**config.mk**
```make
export PLATFORM = sky130hd
export DESIGN_NAME = reg_wb_sched
export DESIGN_NICKNAME = d
export VERILOG_FILES = /design/src/rtl/reg_wb_pkg.sv /design/src/rtl/wb_slot.sv /design/src/rtl/reg_wb_sched.sv
export SDC_FILE = /design/constraint.sdc
export NUM_CORES = 1
export LEC_CHECK = 0
export BUFFER_PORTS_ARGS = -buffer_cell sky130_fd_sc_hd__buf_4
export CAP_MARGIN = 20
export CORE_ASPECT_RATIO = 2
export CORE_MARGIN = 4
export CORE_UTILIZATION = 55
export DETAILED_ROUTE_END_ITERATION = 12
export PLACE_DENSITY = 0.85
export SYNTH_ARGS = -nofsm -noshare
export SYNTH_HDL_FRONTEND = slang
export SYNTH_HIERARCHICAL = 1
export SYNTH_SLANG_ARGS = --single-unit
```
**constraint.sdc**
```tcl
create_clock -name clk -period 6.6 [get_ports clk]
set_input_delay 1.32 -clock clk [delete_from_list [all_inputs] [get_ports clk]]
set_output_delay 1.32 -clock clk [all_outputs]
set_load 0.1 [all_outputs]
```
**src/rtl/reg_wb_pkg.sv**
```systemverilog
// Shared definitions for the register-file write-back scheduler.
// Holds the requester indices, register-file geometry and the
// request record carried by each holding slot.
package reg_wb_pkg;

    localparam int unsigned PW          = 4;
    localparam int unsigned DW          = 8;
    localparam int unsigned NUM_REG     = 16;
    localparam int unsigned STATUS_ADDR = 3;
    localparam int unsigned REQ_ALU     = 0;
    localparam int unsigned REQ_MEM     = 1;

    // Requester selector, used for the round-robin pointer.
    typedef enum logic {
        SEL_ALU = 1'b0,
        SEL_MEM = 1'b1
    } req_sel_t;

    typedef struct packed {
        logic [PW-1:0] addr;
        logic [DW-1:0] dat;
    } wb_req_t;

endpackage

```
**src/rtl/wb_slot.sv**
```systemverilog
// One-entry holding register for a write-back request.
// Ports:
//   clk      clock
//   start    synchronous active-high reset, empties the slot
//   load     capture req_in and mark occupied
//   clear    release the slot (ignored when load is also set)
//   req_in   incoming request record
//   req      held request record
//   occupied slot holds a valid request
module wb_slot
    import reg_wb_pkg::*;
(
    input  logic    clk,
    input  logic    start,
    input  logic    load,
    input  logic    clear,
    input  wb_req_t req_in,
    output wb_req_t req,
    output logic    occupied
);

    always_ff @(posedge clk) begin
        if (start) begin
            occupied <= 1'b0;
            req      <= '0;
        end else if (load) begin
            // Load wins over clear so a drain and refill in one cycle keeps the slot full.
            occupied <= 1'b1;
            req      <= req_in;
        end else if (clear) begin
            occupied <= 1'b0;
        end
    end

endmodule

```
**src/rtl/reg_wb_sched.sv**
```systemverilog
// Write-back scheduler for the 16x8 register file's single write port.
// The ALU and memory-load paths each own a one-entry slot; a round-robin
// arbiter with same-address age ordering drains them into registered
// wr_en/wr_addr/dat_in.
// Ports:
//   clk, start            clock and synchronous active-high reset
//   alu_vld/addr/dat/rdy  ALU write-back request handshake
//   mem_vld/addr/dat/rdy  load write-back request handshake
//   wr_en/wr_addr/dat_in  registered register-file write port
//   pend_mask             registers with a write held or presented
//   sched_idle            both slots and the output stage are empty
module reg_wb_sched
    import reg_wb_pkg::*;
#(
    parameter int unsigned pw = PW,
    parameter int unsigned dw = DW
) (
    input  logic               clk,
    input  logic               start,
    input  logic               alu_vld,
    input  logic [pw-1:0]      alu_addr,
    input  logic [dw-1:0]      alu_dat,
    output logic               alu_rdy,
    input  logic               mem_vld,
    input  logic [pw-1:0]      mem_addr,
    input  logic [dw-1:0]      mem_dat,
    output logic               mem_rdy,
    output logic               wr_en,
    output logic [pw-1:0]      wr_addr,
    output logic [dw-1:0]      dat_in,
    output logic [(1<<pw)-1:0] pend_mask,
    output logic               sched_idle
);

    wb_req_t  alu_q, mem_q;
    logic     alu_occ, mem_occ;
    logic     alu_load, mem_load;
    logic     gnt_alu, gnt_mem;
    logic     alu_stay, mem_stay;
    logic     same_addr;
    logic     mem_older;
    req_sel_t rr_q;

    wb_slot u_alu_slot (
        .clk      (clk),
        .start    (start),
        .load     (alu_load),
        .clear    (gnt_alu),
        .req_in   ('{addr: alu_addr, dat: alu_dat}),
        .req      (alu_q),
        .occupied (alu_occ)
    );

    wb_slot u_mem_slot (
        .clk      (clk),
        .start    (start),
        .load     (mem_load),
        .clear    (gnt_mem),
        .req_in   ('{addr: mem_addr, dat: mem_dat}),
        .req      (mem_q),
        .occupied (mem_occ)
    );

    assign same_addr = alu_occ && mem_occ && (alu_q.addr == mem_q.addr);

    always_comb begin
        gnt_alu = 1'b0;
        gnt_mem = 1'b0;
        if (alu_occ && mem_occ) begin
            // Same destination must commit in arrival order; otherwise round-robin.
            if (same_addr) begin
                gnt_mem = mem_older;
                gnt_alu = !mem_older;
            end else if (rr_q == SEL_MEM) begin
                gnt_mem = 1'b1;
            end else begin
                gnt_alu = 1'b1;
            end
        end else begin
            gnt_alu = alu_occ;
            gnt_mem = mem_occ;
        end
    end

    assign alu_rdy  = !start && (!alu_occ || gnt_alu);
    assign mem_rdy  = !start && (!mem_occ || gnt_mem);
    assign alu_load = alu_vld && alu_rdy;
    assign mem_load = mem_vld && mem_rdy;
    assign alu_stay = alu_occ && !gnt_alu;
    assign mem_stay = mem_occ && !gnt_mem;

    always_ff @(posedge clk) begin
        if (start) begin
            wr_en     <= 1'b0;
            wr_addr   <= '0;
            dat_in    <= '0;
            rr_q      <= SEL_ALU;
            mem_older <= 1'b0;
        end else begin
            wr_en <= gnt_alu || gnt_mem;
            if (gnt_alu) begin
                wr_addr <= alu_q.addr;
                dat_in  <= alu_q.dat;
            end else if (gnt_mem) begin
                wr_addr <= mem_q.addr;
                dat_in  <= mem_q.dat;
            end
            if ((gnt_alu || gnt_mem) && !same_addr) begin
                rr_q <= gnt_alu ? SEL_MEM : SEL_ALU;
            end
            // Age only matters once both slots are full; record it whenever that can arise.
            if (alu_load && mem_load) begin
                mem_older <= 1'b0;
            end else if (alu_load && mem_stay) begin
                mem_older <= 1'b1;
            end else if (mem_load && alu_stay) begin
                mem_older <= 1'b0;
            end
        end
    end

    always_comb begin
        pend_mask = '0;
        if (!start) begin
            if (alu_occ) pend_mask[alu_q.addr] = 1'b1;
            if (mem_occ) pend_mask[mem_q.addr] = 1'b1;
            if (wr_en)   pend_mask[wr_addr]    = 1'b1;
        end
    end

    assign sched_idle = start || (!alu_occ && !mem_occ && !wr_en);

endmodule

```
After elaboration in Yosys (flattened, before gate mapping)
Index checks and enable logic that the tools add are counted.
W data, S select, Z words.
{ "totals": {"reg_bits": 41, "in_bits": 28, "wordCells": 83} }
{ "op_classes": {"order_cmp": 6, "n_eq_ne": 1, "mux": 29, "n_bitwise": 2, "reduce_logical": 34} }
{ "op_table": {"columns": ["operator", "n"], "rows": [
  ["$mux W16", 6],
  ["$or A16 B16 Y16", 2],
  ["$logic_and A1 B1 Y1", 17],
  ["$mux W1", 16],
  ["$mux W8", 2],
  ["$lt A4 B5 Y1 const B", 3],
  ["$demux W1 S4", 3],
  ["$ge A4 B1 Y1 const B", 3],
  ["$logic_not A1 Y1", 8],
  ["$mux W4", 2],
  ["$reduce_bool A2 Y1", 4],
  ["$eq A4 B4 Y1", 1],
  ["$logic_or A1 B1 Y1", 4],
  ["$reduce_or A2 Y1", 1]
]} }

Longest topological paths before layout
Gate-level depths: netlist (run 1).
{ "logic_depth": {"depth_word": 12, "ltp_mapped": 10, "ltp_nobuf": 7} }

Modules after synthesis
The synthesis (run 1) kept the hierarchy.
{ "by_module_without_submodules": {"columns": ["mod", "instances", "cells_each", "area_per_inst_um2"], "rows": [
  ["reg_wb_sched", 1, 183, 1332.5],
  ["wb_slot", 2, 43, 476.7]
]} }

Least setup slack after synthesis (run 1)
OpenSTA, ideal clock, no wires.
{ "synth_path": {"path_kind": "in2out", "startpoint": "in start", "endpoint": "out pend_mask[12]", "arrival_time_ps": 3215, "t_required_ps": 5280, "slack_ps": 2065, "path_stages": 3, "path_buffers": 2, "path_cell_list": "clkbuf_1 -> clkbuf_1 -> a31oi_1"} }
{ "synth_via": {"elab_chain_cells": 1} }
{ "synth_rtl": {"columns": ["item", "line", "rtl"], "rows": [
  ["start, declared", "reg_wb_sched.sv:19", "input logic start,"],
  ["$mux W16", "reg_wb_sched.sv:124", "if (!start) begin"],
  ["end, declared", "reg_wb_sched.sv:31", "output logic [(1<<pw)-1:0] pend_mask,"]
]} }
No other way between the ends.

Worst setup path after layout (run 1)
{ "layout_path": {"startpoint": "reg u_mem_slot/req[10] (netlist bit)", "endpoint": "out alu_rdy"} }
{ "layout_via": {"elab_chain_cells": 6} }
{ "layout_rtl": {"columns": ["item", "line", "rtl"], "rows": [
  ["start, declared", "wb_slot.sv:18", "output wb_req_t req,"],
  ["start signal, assigned", "wb_slot.sv:29", "req <= req_in;"],
  ["$eq A4 B4 Y1", "reg_wb_sched.sv:64", "assign same_addr = alu_occ && mem_occ && (alu_q.addr == mem_q.addr);"],
  ["$logic_and A1 B1 Y1", "reg_wb_sched.sv:64", null],
  ["$mux W1", "reg_wb_sched.sv:71", "if (same_addr) begin"],
  ["$mux W1", "reg_wb_sched.sv:69", "if (alu_occ && mem_occ) begin"],
  ["$logic_or A1 B1 Y1", "reg_wb_sched.sv:85", "assign alu_rdy = !start && (!alu_occ || gnt_alu);"],
  ["$logic_and A1 B1 Y1", "reg_wb_sched.sv:85", null],
  ["end, declared", "reg_wb_sched.sv:23", "output logic alu_rdy,"]
]} }
No other way between the ends.

==> results of run 1 <==
through the flow:
step	hold WS, ns	total power, mW	setup slack, ns	util, %
6_report	0.501	0.626	2.85	69.5
5_1_grt	0.519	0.655	2.73	69.5
4_1_cts	0.510	0.631	2.86	69.5
3_5_place_dp	0.491	0.472	2.95	67.3
3_3_place_gp	0.478	0.470	2.98	67.3
2_1_floorplan	0.455	0.433	2.06	-
critical path: stages (launching register included):
cell and delay, ns:
dfxtp_1 0.64, xor2_2 0.16, nor4_4 0.53, mux2i_1 0.34
o21ba_2 0.19, buf_4 0.28
synthesized netlist by cell type (2+ instances only):
| cell type | instances | area share (%) |
|---|---|---|
| mux2i_1 | 27 | 12 |
| and2_1 | 3 | 0.82 |
| nand3_1 | 14 | 3.1 |
| o221a_2 | 4 | 2.0 |
| nor2_1 | 52 | 8.5 |
| clkbuf_1 | 7 | 1.1 |
| o221a_1 | 6 | 3.0 |
| a21oi_1 | 18 | 3.9 |
| a211oi_1 | 4 | 1.3 |
| buf_12 | 2 | 1.8 |
| nand2_1 | 19 | 3.1 |
| a31oi_1 | 4 | 1.1 |
| a22oi_1 | 11 | 3.6 |
| dfxtp_1 | 41 | 36 |
| nor2b_1 | 12 | 3.3 |
| and3_1 | 5 | 1.4 |
| xor2_1 | 3 | 1.1 |
| buf_6 | 4 | 2.0 |
| nand2b_1 | 4 | 1.1 |
| inv_1 | 6 | 0.99 |
| buf_2 | 4 | 0.88 |
placed cells by master (no fill, tap or decap), drive strengths merged, types with 2 or more instances in the layout:
master,synthesis,routed
buf,11,59
inv,6,6
nor2b,12,12
and2,3,3
clkinv,0,2
nor4,2,2
nand3,14,14
a211oi,4,4
o221a,10,10
a21oi,18,18
xor2,4,4
nand2,20,20
mux2i,27,27
and3,5,5
clkbuf,8,5
a31oi,4,4
nand2b,4,4
dfxtp,41,41
a22oi,11,11
nor2,52,52
layer usage:
metal	global-route usage [%]	vias up	routed length, um
li1	-	1033	-
met1	25.5	937	2150
met2	40.1	103	3050
met3	5.40	20	336
met4	16.1	0	239
met5	0	-	0
worst paths after layout:
| check | slack, ns | to | startpoint | depth (start not counted) |
|---|---|---|---|---|
| max | 2.85 | alu_rdy | u_mem_slot/req[10] | 5 |
| min | 0.50 | u_mem_slot/req[6] | u_mem_slot/req[6] | 2 |
| max reg2reg | 3.65 | u_alu_slot/req[4] | u_mem_slot/req[10] | 7 |
| min reg2reg | 0.50 | u_mem_slot/req[6] | u_mem_slot/req[6] | 2 |
where the power goes:
group	internal [mW]	leakage [nW]	switching, mW
registers	0.264	0.336	0.0226
clock network	0.0729	0.0439	0.0853
logic	0.0558	0.775	0.125
total	0.392	1.16	0.233
layout make-up:
class / instances / area [um2] / area share (%)
multi-input combinational: 203 / 1290 / 47.3
sequential: 41 / 821 / 30.1
timing repair buffer: 59 / 443 / 16.2
clock buffer: 5 / 68.8 / 2.52
tap: 51 / 63.8 / 2.34
inverter: 6 / 22.5 / 0.826
clock inverter: 3 / 17.5 / 0.642
sequential cells by signal, summed over array words and instances, names as in the netlist:
name / flops
u_alu_slot/req: 12
u_mem_slot/req: 12
dat_in: 8
wr_addr: 4
mem_older: 1
rr_q: 1
u_alu_slot/occupied: 1
u_mem_slot/occupied: 1
wr_en: 1
kinds of logic after synthesis:
kind of cell / Yosys count / share of synthesized area [%]
AOI/OAI and AO/OA: 55 / 17.8
xor gates and xnor gates: 4 / 1.86
buffers and inverters: 25 / 7.66
DFF: 41 / 35.9
muxes: 28 / 12.5
and+or+nand+nor: 116 / 24.3
==> results.md, run 1 <==
* Status: completed
* Area Overhead vs Synth at 19.3%
* Routed len/inst at 15.7 um
* Gr usage total at a little under a quarter
* Hpwl dp at 4230 um
* Ratio of final minimum period to clock period at 56.8%
* Fraction of layout cells with a size suffix above 1 at 24.6%
* Number of remaining DRC errors at 0
* Final nets at 344
* Finished Layout Cells at ~370
* First-pass GRT wire length at 9620 um
* Core Region at 3920 um2
* RSZ-0062 raised after global routing: no
* Port-buffer cells at between 50 and 60
* Max Cap Violations at 0
* Vias/cell at 5.69
* Total global routing overflow at 0
* Synth async-reset ratio at 0%
* Syn Area/Cell at 8.50 um2
* Worst Path Max Fanout at 11
* Initial core utilization at 58.3%
* P per Cell Area at approximately 230 nW/um2
* Clock tree sinks at 41
* Post-synth top flop: dfxtp_1
* Critical Path RT at 5.28 ns
* Number of global-route vias before repair at between 2000 and 2500
* Post-Route WL at just under 6000 um
* Final setup fails at 0
* H-Tree Depth at 2
* CTS tree: done
* Total CTS buffers at 5
* Post-CTS sizing at 0
* Initial antenna violation count at 0
* CTS Buffer Depth at 2
* Clk slew on worst S/H paths at 0.07 ns
* Ys Warns at 6
* Setup CP Type: flop to output port
* Setup TNS at 0 ns
* Filler Cell Count at 339
* Post-synthesis sequential area ratio at 35.9%
* Mapped Area at about 2300 um2
* Placed Cells incl. Taps at 360
* Later-pin clock latency in the skew report at 0.30 ns
* Pins over their slew limit at 0
* Leak at 1.16 nW
* Hold Path Class: flop to flop
* Post-route ant nets at 0
* Post-synth EDFFs at 0
* Die area at between 5000 and 6000 um2
* Fmax at 0.267 GHz
* Worst slew margin at 49.1%
* Arrival time worst endpoint at 2.43 ns
* Min cycle time layout at ~3.8 ns
* Router iterations before antenna repair at 5
* Gp weighted congestion at 0.869
* Net Count, Synth at 297
* Peak supply drop at around 0.2 mV
* Io pins at 60
* Chip width at 53.6 um
* Via count at 2093
* Worst Clk Skew at roughly 0.0093 ns
* Clk root buf: clkbuf_8
* Dpl cell area at between 2000 and 3000 um2
* Syn Inst Count at 269
* Row count at 32
* Worst setup EP type: output port
* Synth unique cells at 40
* Startpoint types: flop
* Tightest Pin Transition at 0.764 ns
* Ant. Diodes at 0
* CTS Hold Buffers Added at 0
* Height of the die at 99.2 um
* Iteration-0 DRC Markers at about 90
* Largest net degree at the start of global routing at 62
* Setup bufs post-CTS at 0
* Final-report hold violation count at 0
* Synth Register Bits at a little over 40
* Post-Layout Inst Area at 2730 um2
(Power assumes the default switching activity.)
==> run 2: changes to the inputs <==
--- a/config.mk
+++ b/config.mk
@@ -9,9 +9,9 @@
 export CAP_MARGIN = 20
 export CORE_ASPECT_RATIO = 2
 export CORE_MARGIN = 4
-export CORE_UTILIZATION = 55
+export CORE_UTILIZATION = 47
 export DETAILED_ROUTE_END_ITERATION = 12
-export PLACE_DENSITY = 0.85
+export PLACE_DENSITY = 0.77
 export SYNTH_ARGS = -nofsm -noshare
 export SYNTH_HDL_FRONTEND = slang
 export SYNTH_HIERARCHICAL = 1
==> constraint.sdc (replaced) <==
create_clock -name clk -period 3.45 [get_ports clk]
set_input_delay 0.69 -clock clk [delete_from_list [all_inputs] [get_ports clk]]
set_output_delay 0.69 -clock clk [all_outputs]
set_load 0.1 [all_outputs]
==> results.md, run 2 (same netlist as run 1, synthesis figures left out) <==
* Place WS at 0.730 ns (-2.22 ns)
* Via count at 2143 (+2.4%)
* Largest net degree at the start of global routing at 39 (-37%)
* Total CTS buffers at 5 (unchanged)
* Clk root buf: clkbuf_8
* Iteration-0 DRC Markers at 63 (-28%)
* R2r setup slk at 0.83 ns (-2.82 ns)
* Setup CP Type: flop to output port
* Setup bufs post-CTS at 0 (unchanged)
* Initial antenna violation count at 0 (unchanged)
* Post-Route WL at 5880 um (+1.8%)
* Height of the die at 107 um (+7.5%)
* Number of global-route vias before repair at 2088 (-1.2%)
* Most frequent cells in the layout: buf_4 (63), nor2_1 (51), dfxtp_1 (41), mux2i_1 (27), nand2_1 (19)
* Clock tree sinks at 41 (unchanged)
* Later-pin clock latency in the skew report at 0.30 ns (about the same)
* CTS Buffer Depth at 2 (unchanged)
* Hold path depth at 2 (unchanged)
* Port-buffer cells at 59 (unchanged)
* Status: completed
* Max Cap Violations at 0 (unchanged)
* Placed Cells incl. Taps at 368 (+2.2%)
* Routed len/inst at 15.6 um (-0.40%)
* Leak at 1.18 nW (+1.9%)
* H-Tree Depth at 2 (unchanged)
* Final nets at 348 (+1.2%)
* Slowest stage delay, CP at 0.57 ns (-0.07 ns)
* Area Overhead vs Synth at 24.3%
* Hold_sp: u_alu_slot/req[3]
* Final setup fails at 0 (unchanged)
* Gp weighted congestion at 0.965 (+11%)
* Dpl cell area at 2750 um2 (+4.1%)
* Total global routing overflow at 0 (unchanged)
* Hpwl dp at 4460 um (+5.5%)
* Min cycle time layout at 3.08 ns
* Initial core utilization at 49.2% (-9.0 points)
* Tightest Pin Transition at 0.566 ns (-0.199 ns)
* Finished Layout Cells at 376 (+2.2%)
* Filler Cell Count at 437 (+29%)
* Die area at 6110 um2 (+15%)
* Critical Path RT at 2.76 ns (-2.52 ns)
* Reg-to-Reg Start: u_mem_slot/req[10]
* Arrival time worst endpoint at 2.39 ns (-0.04 ns)
* Startpoint types: flop
* Number of remaining DRC errors at 0 (unchanged)
* Vias/cell at 5.70 (+0.21%)
* Router iterations before antenna repair at 4 (-1)
* Critical Path Slowest Stage Cell: dfxtp_1
* Ant. Diodes at 0 (unchanged)
* Chip width at 57.3 um (+7.0%)
* CP startpoint: u_mem_slot/req[10]
* CTS tree: done
* Setup TNS at 0 ns (unchanged)
* Fmax at 0.325 GHz
* First-pass GRT wire length at 9600 um (-0.22%)
* R2R cell count at 8 (+1)
* Hold Path End: u_alu_slot/req[3]
* Clk slew on worst S/H paths at 0.08 ns (about the same)
* Register Area at 821 um2 (unchanged)
* Multi-input logic area at 1360 um2 (+5.6%)
* Crit-path cells: xor2_2 -> nor4_4 -> mux2i_1 -> o21ba_2 -> buf_4
* Final core utilization at 61.2% (-8.3 points)
* Core Region at 4640 um2 (+18%)
* Io pins at 60 (unchanged)
* Worst Clk Skew at 0.0121 ns (+0.00280 ns)
* Post-route ant nets at 0 (unchanged)
* CP bufs+invs at 1 (unchanged)
* Post-route setup slack at 0.372 ns (-2.48 ns)
* FF-to-FF End: u_alu_slot/req[2]
* Row count at 35 (+9.4%)
* Total power at 1.23 mW (+96%)
* Worst setup EP type: output port
* Post-CTS sizing at 0 (unchanged)
* Worst Path Max Fanout at 11 (unchanged)
* Hold slack at 0.501 ns (-0.0000540 ns)
* Ratio of final minimum period to clock period at 89.2%
* Hold Path Class: flop to flop
* CTS Hold Buffers Added at 0 (unchanged)
* Post-Layout Inst Area at 2840 um2 (+4.2%)
* Fraction of layout cells with a size suffix above 1 at 30.8% (+6.2 points)
* Gr usage total at 19.8% (-4.2 points)
* Final-report hold violation count at 0 (unchanged)
* Commonest non-fill, non-tap cell in the layout: buf_4
* P per Cell Area at 432 nW/um2 (+88%)
* Pins over their slew limit at 0 (unchanged)
* Peak supply drop at 0.354 mV (+78%)
* Worst slew margin at 62.2% (+13 points)
* Largest registers: u_alu_slot/req x12, u_mem_slot/req x12, dat_in x8
* CP top delay family: flip-flops
* RSZ-0062 raised after global routing: no
* Crit path depth at 5 (unchanged)
-- run 2: power breakdown --
group	switching, mW	internal, mW
logic	0.249	0.111
registers	0.0368	0.504
clock network	0.178	0.147
-- run 2: cell type report --
class | instances | share of cell area (%)
Clock buffer | 5 | 2.42
Inverter | 6 | 0.793
Clock inverter | 3 | 0.881
Timing Repair Buffer | 63 | 16.6
Sequential cell | 41 | 28.9
Multi-Input combinational cell | 203 | 48.0
Tap cell | 55 | 2.42
-- run 2: tightest hold or removal path, cell delays in order (launching register included) --
cell     delay [ns]
dfxtp_1        0.34
mux2i_1        0.07
nor2_1         0.07
-- run 2: how the worst max path moves through the flow --
| stage | to | slack (ns) |
|---|---|---|
| floorplan | pend_mask[12] | 0.28 |
| global placement | alu_rdy | 0.78 |
| detailed placement | alu_rdy | 0.73 |
| CTS | alu_rdy | 0.36 |
| global route | alu_rdy | 0.23 |
| finish | alu_rdy | 0.37 |
-- run 2: layer usage --
metal / part of all wire [%] / global-route usage (%) / vias to the layer above / routed length, um
li1: - / - / 1045 / -
met5: 0 / 0 / - / 0
met4: 5.4 / 14.1 / 0 / 316
met1: 37 / 21.0 / 997 / 2180
met3: 4.6 / 2.29 / 24 / 272
met2: 53 / 34.8 / 77 / 3110
